==> config.mk <==
export PLATFORM = sky130hd
export DESIGN_NAME = adder_nbit_serial
export DESIGN_NICKNAME = d
export VERILOG_FILES = /design/src/rtl/adder_nbit_serial.sv
export SDC_FILE = /design/constraint.sdc
export NUM_CORES = 1
export LEC_CHECK = 0
export BUFFER_PORTS_ARGS = -buffer_cell sky130_fd_sc_hd__buf_2
export CORE_ASPECT_RATIO = 1.75
export CORE_MARGIN = 10
export CORE_UTILIZATION = 30
export CTS_BUF_LIST = sky130_fd_sc_hd__clkbuf_16
export DETAILED_ROUTE_END_ITERATION = 10
export GPL_ROUTABILITY_DRIVEN = 1
export PLACE_DENSITY = 0.51
export RECOVER_POWER = 50
export SLEW_MARGIN = 15
export SYNTH_ARGS = -nofsm -noshare
export SYNTH_HDL_FRONTEND = slang
export SYNTH_SLANG_ARGS = --single-unit
==> constraint.sdc <==
create_clock -name i_clk -period 1.4 [get_ports i_clk]
set_input_delay 0.21 -clock i_clk [delete_from_list [all_inputs] [get_ports i_clk]]
set_output_delay 0.21 -clock i_clk [all_outputs]
set_load 0.005 [all_outputs]
==> src/rtl/adder_nbit_serial.sv <==
// Bit-serial (STEP bits per cycle) adder with valid/ready handshakes on operands and result.
// Computes A+B+cin mod 2^WIDTH, carry-out and signed overflow in exactly WIDTH/STEP cycles.
module adder_nbit_serial #(
  parameter int WIDTH = 8,
  parameter int STEP  = 1
) (
  input  logic             i_clk,
  input  logic             i_rst,
  input  logic             i_valid,
  output logic             o_ready,
  input  logic [WIDTH-1:0] i_num_a,
  input  logic [WIDTH-1:0] i_num_b,
  input  logic             i_cry,
  output logic             o_valid,
  input  logic             i_ready,
  output logic [WIDTH-1:0] o_res,
  output logic             o_cry,
  output logic             o_ovf
);

  localparam int NSTEP = WIDTH / STEP;
  localparam int CW    = (NSTEP > 1) ? $clog2(NSTEP) : 1;

  typedef enum logic [1:0] {IDLE, CALC, DONE} state_t;

  state_t           r_state;
  logic [WIDTH-1:0] r_a;
  logic [WIDTH-1:0] r_b;
  logic [WIDTH-1:0] r_acc;
  logic [WIDTH-1:0] r_res;
  logic [CW-1:0]    r_cnt;
  logic             r_cry;
  logic             r_sa;
  logic             r_sb;
  logic             r_valid;
  logic             r_ready;
  logic             r_cout;
  logic             r_ovf;

  logic [STEP:0]    w_step;
  logic [WIDTH-1:0] w_acc_next;
  logic             w_last;
  logic             w_ovf;

  // Each step's sum enters at the MSB end; after NSTEP shifts w_acc_next is the full result.
  always_comb begin
    w_step     = {1'b0, r_a[STEP-1:0]} + {1'b0, r_b[STEP-1:0]} + {{STEP{1'b0}}, r_cry};
    w_acc_next = WIDTH'({w_step[STEP-1:0], r_acc} >> STEP);
    w_last     = (r_cnt == CW'(NSTEP - 1));
    w_ovf      = (r_sa == r_sb) && (w_acc_next[WIDTH-1] != r_sa);
  end

  always_ff @(posedge i_clk or posedge i_rst) begin
    if (i_rst) begin
      r_state <= IDLE;
      r_a     <= '0;
      r_b     <= '0;
      r_acc   <= '0;
      r_res   <= '0;
      r_cnt   <= '0;
      r_cry   <= 1'b0;
      r_sa    <= 1'b0;
      r_sb    <= 1'b0;
      r_valid <= 1'b0;
      r_ready <= 1'b1;
      r_cout  <= 1'b0;
      r_ovf   <= 1'b0;
    end else begin
      case (r_state)
        IDLE: begin
          if (i_valid) begin
            r_a     <= i_num_a;
            r_b     <= i_num_b;
            r_sa    <= i_num_a[WIDTH-1];
            r_sb    <= i_num_b[WIDTH-1];
            r_cry   <= i_cry;
            r_acc   <= '0;
            r_cnt   <= '0;
            r_ready <= 1'b0;
            r_state <= CALC;
          end
        end
        CALC: begin
          r_a   <= r_a >> STEP;
          r_b   <= r_b >> STEP;
          r_acc <= w_acc_next;
          r_cry <= w_step[STEP];
          r_cnt <= r_cnt + CW'(1);
          if (w_last) begin
            r_res   <= w_acc_next;
            r_cout  <= w_step[STEP];
            r_ovf   <= w_ovf;
            r_valid <= 1'b1;
            r_state <= DONE;
          end
        end
        DONE: begin
          // Returning to IDLE here means a new operand can only be taken on the following edge.
          if (i_ready) begin
            r_valid <= 1'b0;
            r_ready <= 1'b1;
            r_state <= IDLE;
          end
        end
        default: begin
          r_valid <= 1'b0;
          r_ready <= 1'b1;
          r_state <= IDLE;
        end
      endcase
    end
  end

  assign o_ready = r_ready;
  assign o_valid = r_valid;
  assign o_res   = r_res;
  assign o_cry   = r_cout;
  assign o_ovf   = r_ovf;

endmodule

Yosys cells after proc, flatten, opt, wreduce, memory -nomap -nowiden
Cells that the tools add are included.

Flip-flop bits (word level): 44. Bits in latches: 0. Memory bits (writable): 0. Bits in read-only memories: 0. Bits of input ports: 21. Memories kept: 0.

Add/subtract/negate cells: 3. Multipliers: 0. Divide/modulo/power cells: 0. Order comparisons: 0. Equality and inequality tests: 8. Shifts and indexed selects: 0. Multiplexer cells: 20. Bitwise operators: 2. Reductions and logical operators: 9.

Operators with widths (number): case mux 8 bit (2 select lines) (3); 2-to-1 mux 8 bit (3); AND reduction 3 bit (3); 2-to-1 mux 2 bit (3); != test 2 bit, second input constant (3); case mux 1 bit (3 select lines) (2); case mux 2 bit (3 select lines) (1); case mux 3 bit (2 select lines) (1); AND reduction 2 bit (3); 2-to-1 mux 1 bit (5); adder 3 x 1 -> 3 bit, second input constant (1); == test 3 bit, second input constant (1); 2-to-1 mux 3 bit (1); adder 1 x 1 -> 2 bit (1); adder 2 x 1 -> 2 bit (1); == test 2 x 1 -> 1 bit, second input constant (1); == test 2 bit, second input constant (1); logical NOT 2 bit (1); NOT 1 bit (2); case mux 1 bit (2 select lines) (1); nonzero test 2 bit (1); == test 1 bit (1); logical AND 1 bit (1); != test 1 bit (1).

Depth between registers and ports, before layout
Gate-level depths: netlist (run 1).

Word-level depth: 4. Mapped depth: 6. Mapped depth without buffers: 5.

Worst setup path before layout (run 1)
Ideal clock, no wire load.

Path kind: reg-to-reg. Start: register r_cnt[0]. End: register r_res[0], in the netlist o_res[0]. Library setup time: 125 ps. Arrival time: 1307 ps. Required time: 1275 ps. Setup slack: -32 ps. Cell stages (with the launch flop): 6. Cells stage by stage: dfrtp_1 ha_1 ha_1 nand3b_4 buf_6 mux2_4.

Word-level cells in the longest chain between the ends: 2.

Ends and longest elaborated chain: from (decl) (RTL line 31) `logic [CW-1:0] r_cnt;`; from (signal assigned) (RTL line 88) `r_cnt <= r_cnt + CW'(1);`; == test 3 bit (RTL line 49) `w_last = (r_cnt == CW'(NSTEP - 1));`; AND reduction 2 bit (no line); to (signal assigned) (RTL line 90) `r_res <= w_acc_next;`; to (decl) (RTL line 30) `logic [WIDTH-1:0] r_res;`.

Every way passes these cells. A chain may end at the register's enable or synchronous reset.

Final worst setup path (run 1)
Start: register r_a[0]. End: register r_ovf, in the netlist o_ovf.

Word-level cells in the longest chain between the ends: 4.

Ends and longest elaborated chain: from (decl) (RTL line 27) `logic [WIDTH-1:0] r_a;`; from (signal assigned) (RTL line 72) `r_a <= i_num_a;`; from (signal assigned) (RTL line 84) `r_a <= r_a >> STEP;`; adder 1 x 1 -> 2 bit (RTL line 47) `w_step = {1'b0, r_a[STEP-1:0]} + {1'b0, r_b[STEP-1:0]} + {{STEP{1'b0}}, r_cry};`; adder 2 x 1 -> 2 bit (RTL line 47); != test 1 bit (RTL line 50) `w_ovf = (r_sa == r_sb) && (w_acc_next[WIDTH-1] != r_sa);`; logical AND 1 bit (RTL line 50); to (signal assigned) (RTL line 92) `r_ovf <= w_ovf;`; to (decl) (RTL line 38) `logic r_ovf;`.

Every way passes these cells.

==> flow_summary.json, run 1 <==
{
  "grt_overflow": 0,
  "final_hold_viol_count": 0,
  "cp_cell_sequence": "inv_2 > fa_2 > and3_4 > nor2_1 > o21ai_1",
  "cts_max_level": 2,
  "p_leak_nw": 1.21,
  "syn_to_final_growth_pct": 28.1,
  "fin_skew_ns": 0.00261,
  "synth-seq-area-share_pct": 56.8,
  "endpoint_kind": "register",
  "cap_violations": 0,
  "hold_class": "input pin to register",
  "cpMaxStageDelayCell": "fa_2",
  "grt_max_degree": 44,
  "post-route-cell-area_mm2": 0.00243,
  "ir_worst_vdd_mv": 1.00,
  "first_global_vias": 1368,
  "fmax_mhz": 718,
  "syn-instance-count": 160,
  "cts_buffer_depth": 2,
  "via_per_inst": 4.46,
  "timing.final.ws_setup_ns": 0.00717,
  "final_cells": 287,
  "crit_type": "register to register",
  "io_pins": 33,
  "syn_area_per_cell_um2": 11.9,
  "layout.nets": 230,
  "ys_types": 29,
  "synth_top_area_cell": "dfrtp_1",
  "final_layout_size_suffix_gt1_share_pct": 35.7,
  "synth_nets": 184,
  "dieArea_mm2": 0.0100,
  "synth_edf_count": 0,
  "hpwl_um": 2900,
  "vias": 1281,
  "finish.utilization_pct": 39.3,
  "cts_sinks": 43,
  "wirelength_um": 4030,
  "numCtsBuffers": 5,
  "worst-endpoint-required_ns": 1.61,
  "powerDensity_mw_per_mm2": 2200,
  "min_period_ns": 1.39,
  "placed_area_mm2": 0.00223,
  "cts_root_buf": "clkbuf_16",
  "ant_nets": 0,
  "dr.pass1.iters": 4,
  "cp_data_arrival_time_ns": 1.60,
  "die_h_um": 125,
  "critPathLaunchType": "register",
  "report.final.slew_viol_count": 0,
  "slowest_delay_ns": 0.61,
  "synth_top_area_share_pct": 55.4,
  "finalSetupTns_ns": 0,
  "core_area_mm2": 0.00618,
  "synth_ff_type": "dfrtp_1",
  "start_util_pct": 30.7,
  "worst-slew-pin-transition_ns": 0.602,
  "dpl.cell_count": 275,
  "wl_per_cell_um": 14.0,
  "regArea_mm2": 0.00108,
  "clk_transition_reported_paths_ns": 0.06,
  "rows": 38,
  "period_share_pct": 99.5,
  "status": "finished, final reports clean",
  "reg2reg_slack_ns": 0.007,
  "grt_usage_pct": 8.48,
  "cts_tree": "built",
  "grt_pass1_wl_um": 6800,
  "cp_max_fo": 4,
  "portBuffers": 32,
  "synth-seq-cells": 43,
  "num_antenna_cells": 0,
  "synth_area_mm2": 0.00190,
  "setup_viol": 0,
  "place.gp.congestion": 0.721,
  "ys_top_cells_by_area": "dfrtp_1, mux2i_1, nand2_1",
  "rsz0062_at_grt": "yes",
  "holdWs_ns": 0.180,
  "power_mw": 5.34,
  "clock_latency_ns": 0.28,
  "fillers": 644,
  "async_flop_share_pct": 100,
  "die_w_um": 80.1,
  "drt_iter0_drc": 64,
  "ys_warn_count": 0,
  "slew_headroom_pct": 59.9,
  "antenna_found_initial": 0,
  "multi_input_area_um2": 762,
  "drc": 0,
  "place_ws_ns": -0.0145
}
==> logic make-up after synthesis <==
family / share of synthesized area [%]
AO/OA/AOI/OAI: 12.1
adder cells (fa/ha/maj): 2.37
buffers and inverters: 4.88
flip-flops: 56.8
multiplexers: 13.7
AND/OR/NAND/NOR: 10.2
==> report_power, final <==
group          internal [mW]  leakage (nW)  switching [mW]
clock                  0.667        0.0700           0.502
combinational           1.13         0.601           0.906
sequential              1.79         0.544           0.340
total                   3.59          1.21            1.75
==> repair_timing <==
action | CTS | global route
cloned | 0 | 0
pin swaps | 2 | 3
gates resized for setup | 3 | 7
buffers inserted | 1 | 2
hold buffers | 1 | 0
endpoints found under the hold margin | 42 | 0
setup endpoints to repair | 1 | 12
==> final timing paths <==
kind | start | end | depth (start not counted)
max reg2reg | r_a[0] | o_ovf | 5
min reg2reg | o_res[7] | o_res[7] | 2
max | r_a[0] | o_ovf | 5
max in group asynchronous | i_rst | o_valid | 4
min in group asynchronous | i_rst | r_b[3] | 4
min | i_num_a[7] | r_sa | 2
==> layer usage <==
metal,vias to the layer above,share of wire (%),GRT usage [%]
met5,-,0,0
met4,0,1.8,3.75
met3,4,4.0,2.44
met2,18,54,14.4
met1,621,40,9.40
li1,638,-,-
==> layout by cell type, fill, tap and decap left out, drive strengths merged <==
master | synthesis | routed
a21oi | 2 | 2
a22o | 8 | 8
a2bb2oi | 2 | 2
and2b | 2 | 2
and3 | 1 | 1
buf | 8 | 44
clkbuf | 1 | 8
clkinv | 0 | 3
clkinvlp | 0 | 1
dfrtp | 42 | 42
dfstp | 1 | 1
dlygate4sd3 | 0 | 1
fa | 1 | 1
ha | 2 | 2
inv | 5 | 4
mux2 | 9 | 9
mux2i | 15 | 15
nand2 | 25 | 25
nand2b | 1 | 1
nand3b | 1 | 1
nor2 | 5 | 5
nor2b | 3 | 3
nor3 | 1 | 1
o21ai | 23 | 23
o21bai | 1 | 1
o22a | 1 | 1
==> worst max-delay path: cells and delay by family, from the launching register on <==
kind / cells / cell delay, ns
adder cells (fa/ha/maj): 1 / 0.61
buffers and inverters: 1 / 0.04
AND/OR/NAND/NOR: 2 / 0.22
AO/OA/AOI/OAI: 1 / 0.10
flip-flops: 1 / 0.35
==> state kept, by name, summed over array words and instances, names as in the netlist, 2 cells and up <==
name,count
o_res,8
r_a,8
r_acc,7
r_b,8
r_cnt,3
r_state,2
==> area by class of cell <==
class / instances / share of cell area [%]
Sequential cell: 43 / 44.3
Multi-Input combinational cell: 103 / 31.4
Timing Repair Buffer: 48 / 13.2
Clock buffer: 5 / 5.15
Tap cell: 80 / 4.12
Clock inverter: 3 / 1.03
Inverter: 5 / 0.772
==> synth_stat cells (4+ instances only) <==
library cell / instances
dfrtp_1: 42
nand2_1: 25
mux2i_1: 15
o21ai_0: 13
o21ai_1: 10
a22o_1: 8
mux2_2: 7
inv_1: 5
nor2_1: 5
buf_6: 4
Power figures use the tool's default switching activity.
==> run 2: changes to the inputs <==
==> constraint.sdc (replaced) <==
create_clock -name i_clk -period 1.4 [get_ports i_clk]
set_input_delay 0.28 -clock i_clk [delete_from_list [all_inputs] [get_ports i_clk]]
set_output_delay 0.28 -clock i_clk [all_outputs]
set_load 0.005 [all_outputs]
==> run 2 against run 1 <==
Net effect: first-iteration DRC count fell by 28%; clock skew is 0.0016 ns higher; sequential power about the same; power fell by 0.94%; die area is the same; critical path depth is the same; via count about the same; clock power shrank 8%; worst hold slack gained 0.072 ns; core utilization decreased by 0.63 points; largest power group unchanged; highest routed layer unchanged.
==> flow_summary.json, run 2 (same netlist as run 1, synthesis figures left out) <==
{
  "status": "finished, final reports clean",
  "cts_sinks": 43,
  "slowest_delay_ns": 0.60,
  "io_pins": 33,
  "portBuffers": 32,
  "mostFrequentLayoutCell": "dfrtp_1",
  "worst-endpoint-required_ns": 1.60,
  "critPathLaunchType": "register",
  "holdWs_ns": 0.251,
  "clock_latency_ns": 0.28,
  "dpl.cell_count": 274,
  "drc": 0,
  "numCtsBuffers": 5,
  "powerDensity_mw_per_mm2": 2210,
  "rows": 38,
  "placed_area_mm2": 0.00222,
  "dieArea_mm2": 0.0100,
  "core_area_mm2": 0.00618,
  "fmax_mhz": 722,
  "seqPwrFrac_pct": 40.3,
  "switchingPower_mw": 1.70,
  "timing.final.ws_setup_ns": 0.0159,
  "wl_per_cell_um": 13.8,
  "clock_power_share_pct": 20.5,
  "final_cell_mix": "dfrtp_1, buf_2, nand2_1",
  "place.gp.congestion": 0.750,
  "grt_overflow": 0,
  "endpoint_kind": "register",
  "min_period_ns": 1.38,
  "cap_violations": 0,
  "sw_frac_of_total_pct": 32.1,
  "first_global_vias": 1361,
  "num_antenna_cells": 0,
  "grt_pass1_wl_um": 6690,
  "report.final.slew_viol_count": 0,
  "p_leak_nw": 1.20,
  "cp_cell_sequence": "inv_2 > fa_2 > and3_1 > nor2_1 > o21ai_1",
  "grt_usage_pct": 8.42,
  "antenna_found_initial": 0,
  "clk_transition_reported_paths_ns": 0.06,
  "grt_max_degree": 44,
  "slew_headroom_pct": 28.1,
  "crit_type": "register to register",
  "final_hold_viol_count": 0,
  "critical_path.top_delay_family": "adder cells",
  "comb_power_share_pct": 39.2,
  "final_layout_size_suffix_gt1_share_pct": 35.8,
  "ant_nets": 0,
  "die_w_um": 80.1,
  "p_int_mw": 3.59,
  "period_share_pct": 98.9,
  "dr.pass1.iters": 4,
  "cts_buffer_depth": 2,
  "cts_max_level": 2,
  "cp_max_fo": 3,
  "crit_buf_inv": 1,
  "ir_worst_vdd_mv": 0.927,
  "final_cells": 284,
  "syn_to_final_growth_pct": 26.1,
  "cts_tree": "built",
  "die_h_um": 125,
  "wirelength_um": 3920,
  "cpMaxStageDelayCell": "fa_2",
  "via_per_inst": 4.51,
  "start_util_pct": 30.7,
  "post-route-cell-area_mm2": 0.00239,
  "hpwl_um": 2870,
  "setup_viol": 0,
  "vias": 1280,
  "hold_class": "input pin to register",
  "power_mw": 5.29,
  "worst-slew-pin-transition_ns": 1.08,
  "cp_data_arrival_time_ns": 1.59,
  "layout.nets": 228,
  "fin_skew_ns": 0.00419,
  "rsz0062_at_grt": "yes",
  "place_ws_ns": -0.0276,
  "cts_root_buf": "clkbuf_16",
  "drt_iter0_drc": 46
}
## run 2: changes by cell type in the layout (fill, tap and decap cells not counted), sizes merged
cell	change
clkbuf	-1
clkinvlp	-1
dlygate4sd3	-1
## run 2: repair_timing
action,in CTS,in global routing
hold buffers,0,0
pin swaps,3,2
cloned,0,0
resized for setup,2,8
setup buffers,2,1
setup endpoints to repair,4,12
## run 2: area by class of cell
| type | count | area, um2 |
|---|---|---|
| clock buffers | 5 | 125 |
| clock inverters | 2 | 8.76 |
| fillers | 645 | 3790 |
| inverters | 5 | 18.8 |
| multi-input cells | 103 | 761 |
| flip-flops and latches | 43 | 1080 |
| well taps | 80 | 100 |
| repair buffers | 46 | 299 |
## run 2: per-layer routing
layer  wire, um  GRT usage [%]  share of wire [%]  up-vias
met5          0              0                  0        -
met4         80           4.06                2.0        0
met3        192           3.01                4.9        5
met2       2150           13.9                 55       21
met1       1510           9.17                 38      619
li1           -              -                  -      635
## run 2: power groups by stage
stage | Sequential [mW] | Combinational, mW | Clock, mW
2_1_floorplan | 2.06 | 1.37 | 0
3_3_place_gp | 2.14 | 1.93 | 0
3_5_place_dp | 2.15 | 1.96 | 0
4_1_cts | 2.13 | 2.05 | 1.12
5_1_grt | 2.20 | 2.34 | 1.17
6_report | 2.13 | 2.08 | 1.08
## run 2: path summary, 6_finish.rpt
| kind | start | endpoint | slack, ns | depth (start not counted) |
|---|---|---|---|---|
| max | r_cry | o_ovf | 0.02 | 5 |
| min | i_num_b[7] | r_sb | 0.25 | 2 |
| max reg2reg | r_cry | o_ovf | 0.02 | 5 |
| min reg2reg | o_cry | o_cry | 0.48 | 2 |
| max in group asynchronous | i_rst | r_state[1] | 0.33 | 3 |
| min in group asynchronous | i_rst | r_b[1] | 0.33 | 3 |
## run 2: metrics by stage
stage | TNS [ns] | utilization [%]
2_1_floorplan | 0 | -
3_3_place_gp | -0.00297 | 36.0
3_5_place_dp | -0.0276 | 36.0
4_1_cts | 0 | 38.4
5_1_grt | -0.0234 | 38.7
6_report | 0 | 38.7
==> run 3: changes to the inputs <==
--- a/config.mk
+++ b/config.mk
@@ -14,6 +14,7 @@
 export GPL_ROUTABILITY_DRIVEN = 1
 export PLACE_DENSITY = 0.51
 export RECOVER_POWER = 50
+export REMOVE_ABC_BUFFERS = 1
 export SLEW_MARGIN = 15
 export SYNTH_ARGS = -nofsm -noshare
 export SYNTH_HDL_FRONTEND = slang
==> run 3 against run 2 <==
Net effect: highest routed layer unchanged; register-to-register slack barely moved; global-route usage is essentially flat; critical path type unchanged; critical endpoint is now o_res[3]; first-iteration DRC count up 30%; clock skew grew 0.0035 ns.
==> flow_summary.json, run 3 (same netlist as run 1, synthesis figures left out) <==
{
  "status": "finished, final reports clean",
  "ant_nets": 0,
  "num_antenna_cells": 0,
  "portBuffers": 32,
  "p_leak_nw": 1.22,
  "grt_usage_pct": 8.37,
  "powerDensity_mw_per_mm2": 2240,
  "setup_viol": 0,
  "grt_overflow": 0,
  "period_share_pct": 99.2,
  "slew_headroom_pct": 29.2,
  "place_ws_ns": -0.0373,
  "cts_root_buf": "clkbuf_16",
  "wirelength_um": 3910,
  "cp_max_fo": 8,
  "cts_tree": "built",
  "worst-slew-pin-transition_ns": 1.06,
  "core_area_mm2": 0.00618,
  "min_path_cells": 2,
  "min_period_ns": 1.39,
  "start_util_pct": 30.7,
  "hold_class": "input pin to register",
  "clock_power_share_pct": 21.8,
  "multi_input_area_um2": 771,
  "layout.nets": 226,
  "drc": 0,
  "cts_max_level": 2,
  "sw_frac_of_total_pct": 32.6,
  "cp_data_arrival_time_ns": 1.56,
  "io_pins": 33,
  "finish.utilization_pct": 38.8,
  "cts_sinks": 43,
  "rows": 38,
  "via_per_inst": 4.60,
  "crit_type": "register to register",
  "fin_skew_ns": 0.00768,
  "place.gp.congestion": 0.705,
  "mostFrequentLayoutCell": "dfrtp_1",
  "timing.final.ws_setup_ns": 0.0115,
  "regArea_mm2": 0.00108,
  "wl_per_cell_um": 13.8,
  "drt_iter0_drc": 60,
  "placed_area_mm2": 0.00223,
  "seqPwrFrac_pct": 39.5,
  "final_hold_viol_count": 0,
  "fmax_mhz": 720,
  "dr.pass1.iters": 4,
  "ff2ff_path_depth": 4,
  "cap_violations": 0,
  "numCtsBuffers": 5,
  "fillers": 646,
  "cts_buffer_depth": 2,
  "switchingPower_mw": 1.75,
  "die_h_um": 125,
  "final_cell_mix": "dfrtp_1, buf_2, nand2_1",
  "p_int_mw": 3.62,
  "antenna_found_initial": 0,
  "comb_power_share_pct": 38.7,
  "ir_worst_vdd_mv": 0.712,
  "final_layout_size_suffix_gt1_share_pct": 34.5,
  "clk_transition_reported_paths_ns": 0.07,
  "report.final.slew_viol_count": 0,
  "worst-endpoint-required_ns": 1.57,
  "dieArea_mm2": 0.0100,
  "post-cts-setup-buffers": 0,
  "endpoint_kind": "register",
  "post-route-cell-area_mm2": 0.00240,
  "grt_max_degree": 44,
  "hpwl_um": 2890,
  "clock_latency_ns": 0.28,
  "syn_to_final_growth_pct": 26.6,
  "first_global_vias": 1391,
  "vias": 1301,
  "die_w_um": 80.1,
  "grt_pass1_wl_um": 6690,
  "critPathLaunchType": "register",
  "rsz0062_at_grt": "yes"
}
==> run 3: area by class of cell <==
cell class,count,area share (%)
inverters,5,0.782
multi-input cells,103,32.1
repair buffers,44,11.9
well taps,80,4.17
clock inverters,3,0.990
flip-flops and latches,43,44.9
clock buffers,5,5.21
==> run 3: metal layers <==
| layer | share of wire, % | GRT usage, % | vias up |
|---|---|---|---|
| met4 | 1.2 | 3.13 | 0 |
| met2 | 53 | 13.9 | 18 |
| li1 | - | - | 640 |
| met1 | 41 | 9.41 | 638 |
| met5 | 0 | 0 | - |
| met3 | 4.7 | 3.08 | 5 |
==> run 3: metrics by stage <==
step | hold slack [ns] | setup TNS (ns) | power, mW | std cells
6_report | 0.256 | 0 | 5.37 | 283
5_1_grt | 0.246 | -0.309 | 5.81 | 283
4_1_cts | 0.0281 | 0 | 5.36 | 283
3_5_place_dp | 0.337 | -0.163 | 4.15 | 275
3_3_place_gp | 0.332 | 0 | 4.10 | 275
2_1_floorplan | 0.432 | -18.62 | 3.29 | 151
==> run 3: final timing paths <==
check | startpoint | to | slack (ns)
worst max-delay path | r_cnt[1] | o_res[3] | 0.01
worst min-delay path | i_num_b[7] | r_sb | 0.26
worst max register to register | r_cnt[1] | o_res[3] | 0.01
worst min register to register | o_cry | o_cry | 0.48
max in group asynchronous | i_rst | r_a[0] | 0.42
min in group asynchronous | i_rst | o_res[3] | 0.32
==> run 3: worst max-delay path: stages (launching register included) <==
cell and delay [ns]:
dfrtp_1 0.38, ha_1 0.23, ha_4 0.18, nand3b_4 0.17, mux2_4 0.32
==> run 3: power groups by stage <==
stage,clock [mW],combinational (mW),sequential (mW)
after floorplan,0,1.20,2.09
after global placement,0,1.99,2.11
after detailed placement,0,2.02,2.13
after CTS,1.21,2.04,2.11
after global routing,1.27,2.34,2.20
final,1.17,2.08,2.12
==> run 3: repair_timing <==
item / 4_1_cts / 5_1_grt
gates resized for setup: 1 / 14
endpoints found under the setup margin: 5 / 10
gates cloned: 0 / 0
pin swaps: 1 / 6
hold buffers: 0 / 0
